==> src/rtl/pow_iter.sv <==
// pow_iter: iterative integer power y = a**b with Verilog '**' semantics,
// truncated to WIDTH bits. Non-negative exponents use LSB-first
// square-and-multiply, one exponent bit per cycle. Negative exponents are
// resolved in a single cycle.
//
// Ports:
//   clk    - clock, all state updates on rising edge
//   rst_n  - synchronous active-low reset
//   start  - request, sampled only while ready=1
//   a, b   - base / exponent, captured at acceptance
//   ready  - high iff idle
//   done   - one-cycle pulse, y/undef valid
//   y      - result (0 when undef)
//   undef  - result is x (0 raised to a negative exponent)
module pow_iter #(
    parameter int unsigned WIDTH    = 8,
    parameter bit          A_SIGNED = 1'b1,
    parameter bit          B_SIGNED = 1'b1
) (
    input  logic             clk,
    input  logic             rst_n,
    input  logic             start,
    input  logic [WIDTH-1:0] a,
    input  logic [WIDTH-1:0] b,
    output logic             ready,
    output logic             done,
    output logic [WIDTH-1:0] y,
    output logic             undef
);
    localparam int unsigned CW = (WIDTH > 1) ? $clog2(WIDTH) : 1;
    localparam logic [WIDTH-1:0] ONE = WIDTH'(1);

    typedef enum logic [1:0] {
        IDLE = 2'd0,
        CALC = 2'd1,
        DONE = 2'd2
    } state_t;

    state_t state;
    state_t state_d;

    logic [WIDTH-1:0] base_q;
    logic [WIDTH-1:0] exp_q;
    logic [WIDTH-1:0] acc_q;
    logic             neg_q;
    logic [CW-1:0]    cnt_q;

    logic             accept;
    logic [WIDTH-1:0] acc_step;
    logic [WIDTH-1:0] base_step;
    logic [WIDTH-1:0] res_y;
    logic             res_undef;

    logic             ready_d;
    logic             done_d;
    logic [WIDTH-1:0] y_d;
    logic             undef_d;

    assign accept = (state == IDLE) && start;

    // State and output registers
    always_ff @(posedge clk) begin
        if (!rst_n) begin
            state <= IDLE;
            ready <= 1'b1;
            done  <= 1'b0;
            y     <= '0;
            undef <= 1'b0;
        end else begin
            state <= state_d;
            ready <= ready_d;
            done  <= done_d;
            y     <= y_d;
            undef <= undef_d;
        end
    end

    // Next-state logic; a negative exponent needs only one CALC cycle
    always_comb begin
        state_d = state;
        case (state)
            IDLE: if (start) state_d = CALC;
            CALC: if (neg_q || (cnt_q == CW'(WIDTH - 1))) state_d = DONE;
            DONE: state_d = IDLE;
            default: state_d = IDLE;
        endcase
    end

    // Output logic; result is loaded only on the edge entering DONE
    always_comb begin
        ready_d = (state_d == IDLE);
        done_d  = (state_d == DONE);
        y_d     = y;
        undef_d = undef;
        if ((state == CALC) && (state_d == DONE)) begin
            y_d     = res_y;
            undef_d = res_undef;
        end
    end

    // One square-and-multiply step plus the negative-exponent table
    always_comb begin
        acc_step  = exp_q[0] ? WIDTH'(acc_q * base_q) : acc_q;
        base_step = WIDTH'(base_q * base_q);
        res_y     = acc_step;
        res_undef = 1'b0;
        if (neg_q) begin
            if (base_q == '0) begin
                res_y     = '0;
                res_undef = 1'b1;
            end else if (base_q == ONE) begin
                res_y = ONE;
            end else if (A_SIGNED && (&base_q)) begin
                // base is -1: sign follows exponent parity
                res_y = exp_q[0] ? '1 : ONE;
            end else begin
                res_y = '0;
            end
        end
    end

    // Operand capture and iteration registers
    always_ff @(posedge clk) begin
        if (rst_n && accept) begin
            base_q <= a;
            exp_q  <= b;
            acc_q  <= ONE;
            neg_q  <= B_SIGNED && b[WIDTH-1];
            cnt_q  <= '0;
        end else if (state == CALC) begin
            acc_q  <= acc_step;
            base_q <= base_step;
            exp_q  <= exp_q >> 1;
            cnt_q  <= cnt_q + CW'(1);
        end
    end
endmodule

==> config.mk <==
export PLATFORM = sky130hd
export DESIGN_NAME = pow_iter
export DESIGN_NICKNAME = d
export VERILOG_FILES = /design/src/rtl/pow_iter.sv
export SDC_FILE = /design/constraint.sdc
export NUM_CORES = 1
export LEC_CHECK = 0
export CAP_MARGIN = 15
export CORE_ASPECT_RATIO = 0.75
export CORE_MARGIN = 1.5
export CORE_UTILIZATION = 58
export DETAILED_ROUTE_END_ITERATION = 8
export HOLD_SLACK_MARGIN = 0.05
export PLACE_DENSITY = 0.93
export REMOVE_ABC_BUFFERS = 1
export SLEW_MARGIN = 0
export SYNTH_ARGS = -nofsm -noshare
export SYNTH_HDL_FRONTEND = slang
export SYNTH_SLANG_ARGS = --single-unit
==> constraint.sdc <==
create_clock -name clk -period 4.7 [get_ports clk]
set_input_delay 1.175 -clock clk [delete_from_list [all_inputs] [get_ports clk]]
set_output_delay 1.175 -clock clk [all_outputs]
set_load 0.1 [all_outputs]
==> impl_metrics.csv, run 1 <==
group,metric,value,unit
run,maxCapViolCount,0,
global_route,grt_antenna_before_repair,0,
critical_path,ff2ff_setup_slack,0.24,ns
critical_path,worstSetupPathType,"reg -> reg",
sta,layout_min_cycle_time,4.46,ns
pwr,ir_drop,0.295,mV
yosys,yosysSeqAreaShare,31.5,%
clock_tree,post_cts_buffers,0,
pwr,power.share.combinational,62.9,%
critical_path,path_max_fanout,9,
clock_tree,cts_tree,"yes",
clock_tree,clockBufferDepth,2,
finish,drive_gt1_share,7.51,%
min_path,hp-class,"reg -> reg",
critical_path,end_kind,"flip-flop",
pwr,p_per_area,584,mW/mm^2
routing,via_count,2313,
sta,rsz0062_at_grt,"no",
clock_tree,cts_htree_levels,2,
routing,first_pass_iters,4,
yosys,yosysTopAreaCellShare,16.2,%
placement,place_hpwl,4.93,mm
yosys,ys.flop_type,"dfxtp_1",
sta,tightest_slew,0.969,ns
finish,antenna_cells,0,
sta,setup_viol,0,
critical_path,cp-start-kind,"flip-flop",
min_path,holdPathEnd,"cnt_q[2]",
yosys,syn_area,0.00314,mm^2
floorplanning,rows,22,
finish,syn_to_final_growth,16.4,%
placement,io_buffer_count,29,
clock_tree,cts_buffers,5,
floorplanning,core_area,0.00506,mm^2
clock_tree,postCtsHoldBufs,0,
finish,nNetsFinal,413,
critical_path,reg2reg_depth,13,
critical_path,worstPathArrival,4.61,ns
placement,gp_congestion,0.956,
yosys,ys_ff_latch,41,
routing,totalWireLength,6.55,mm
clock_tree,clk_pin_slew,0.08,ns
pwr,seq_power_share,26.1,%
clock_tree,cts-resized-gates,0,
clock_tree,cts_sinks,41,
global_route,first_global_vias,2435,
min_path,hold_start,"cnt_q[2]",
critical_path,timing.rr.end,"y[7]",
critical_path,cp.required,4.85,ns
sta,fin_skew,0.00322,ns
sta,clock.fmax,224,MHz
min_path,whs_path_depth,2,
sta,slew_headroom,35.2,%
yosys,synthCells,312,
yosys,synth_edf_count,17,
pwr,p_clk_share,11.0,%
finish,layout_commonest_cell,"inv_1",
sta,slew_viol_final,0,
yosys,ys_types,42,
critical_path,timing.rr.start,"acc_q[1]",
routing,drt_iter0_markers,255,
floorplanning,initial_core_util,62.1,%
sta,hold_violations,0,
yosys,synth_async_sr_flop_share,0,%
global_route,grt_pass1_wl,11.3,mm
floorplanning,top_level_ports,30,
yosys,avgSynthCellArea,10.1,um^2
clock_tree,clk_latency,0.29,ns
yosys,synthTopCellsByArea,"edfxtp_1 16%, dfxtp_1 15%, fa_1 13%, ha_1 11%, and2_1 6.2%",
floorplanning,die_area,0.00588,mm^2
routing,drc,0,
sta,fin_setup_tns,0,ns
routing,wire_per_inst,15.7,um
global_route,grt_max_degree,32,
floorplanning,fp.dieH,66.8,um
floorplanning,die_w,88.0,um
routing,via_per_inst,5.53,
pwr,switchingPower,914,uW
finish,stdcell_count,418,
yosys,synth_area_leader_cell,"edfxtp_1",
global_route,track_usage,25.5,%
pwr,p_leak,0.00164,uW
routing,ant_nets,0,
sta,fin_crit_sh,94.9,%
pwr,internal-power,1220,uW
finish,final_cell_mix,"37 x inv_1, 34 x nand2_1, 31 x and2_1",
outcome,status,"complete, no violations",
placement,dp_cells,405,
yosys,synth_warnings,0,
clock_tree,root_buffer,"clkbuf_8",
global_route,overflow,0,
pwr,switching_share,42.8,%
-- routing by layer --
| metal | up-vias | part of all wire, % | GRT usage, % |
|---|---|---|---|
| met5 | - | 0 | 0 |
| met4 | 0 | 1.8 | 8.20 |
| met3 | 17 | 7.1 | 5.20 |
| met2 | 100 | 47 | 43.1 |
| met1 | 1095 | 44 | 32.9 |
| li1 | 1101 | - | - |
-- critical path: stages (launching register included) --
cell	delay, ns
dfxtp_1	0.49
nand2_1	0.13
fa_1	0.48
fa_1	0.55
inv_1	0.05
fa_1	0.48
inv_1	0.06
fa_1	0.43
xor2_1	0.21
xnor3_1	0.34
xnor3_1	0.38
xnor3_1	0.36
a311oi_1	0.27
a21oi_1	0.10
-- final cells by class --
| type | count | area (um^2) |
|---|---|---|
| clock buffer | 5 | 68.8 |
| clock inverter | 3 | 21.3 |
| fill | 352 | 1410 |
| inverter | 37 | 139 |
| multi-input combinational | 219 | 1970 |
| sequential | 41 | 991 |
| tap | 72 | 90.1 |
| timing repair buffer | 41 | 380 |
-- state kept, by name (all words and copies together), names as in the netlist, 2 cells and up --
name	count
cnt_q	3
base_q	8
acc_q	8
exp_q	8
state	2
y	8
-- synth_stat cells, types with 2 or more instances --
cell type / number
a21o_1: 4
a21oi_1: 8
and2_1: 31
buf_2: 3
clkbuf_1: 12
dfxtp_1: 24
edfxtp_1: 17
fa_1: 21
ha_1: 28
inv_1: 37
mux2_1: 9
mux2i_1: 6
nand2_1: 34
nand2b_1: 4
nand4_1: 2
nor2_1: 10
nor2b_1: 2
nor4bb_1: 2
o21ai_0: 3
o21ai_1: 7
o221a_1: 6
o22ai_1: 5
xnor2_1: 12
xnor3_1: 3
xor2_1: 5
-- cells by family (layout without fill, tap and decap cells) --
logic type	count (synthesis)	count (layout)	synth area share, %
AND/OR/NAND/NOR	91	91	15.2
buffers and inverters	53	86	6.45
flip-flops	41	41	31.5
AO/OA/AOI/OAI	40	40	8.99
multiplexers	16	16	5.49
other	1	2	0.119
XOR/XNOR	21	21	7.76
adder cells (fa/ha/maj)	49	49	24.5
-- power by group through the flow --
stage               Combinational, uW  Sequential (uW)  Clock [uW]
floorplan                         982              583           0
global placement                 1240              555           0
detailed placement               1320              564           0
CTS                              1330              556         238
global route                     1520              571         252
finish                           1340              558         236
-- worst max-delay path by stage --
stage | start | end | slack, ns | cells after the start
after global placement | base_q[3] | y[7] | 0.34 | 13
after floorplan | rst_n | acc_q[7] | -0.11 | 4
after detailed placement | base_q[3] | y[7] | 0.19 | 13
final | acc_q[1] | y[7] | 0.24 | 13
after CTS | base_q[3] | y[7] | 0.19 | 13
after global routing | acc_q[1] | y[7] | 0.02 | 13
-- stage by stage --
| step | utilization [%] | total power, uW | area (um^2) | hold slack [ns] | setup slack (ns) |
|---|---|---|---|---|---|
| 2_1_floorplan | - | 1560 | 3080 | 0.432 | -0.105 |
| 3_3_place_gp | 69.7 | 1800 | 3530 | 0.439 | 0.341 |
| 3_5_place_dp | 69.7 | 1880 | 3530 | 0.453 | 0.193 |
| 4_1_cts | 71.5 | 2120 | 3620 | 0.465 | 0.187 |
| 5_1_grt | 72.3 | 2350 | 3660 | 0.479 | 0.0162 |
| 6_report | 72.3 | 2140 | 3660 | 0.460 | 0.238 |
No activity file was read; power rests on OpenSTA's default activity.
==> run 2, diff against run 1 <==
Settings changed: GPL_TIMING_DRIVEN from default to 1.
==> results of run 2 <==
Same layout as run 1: the final DEF is identical, and so are final timing and power.
==> run 3, diff against run 2 <==
Settings changed: CAP_MARGIN 15 to default.
==> results of run 3 <==
Same layout as run 1: the final DEF is identical, and so are final timing and power.
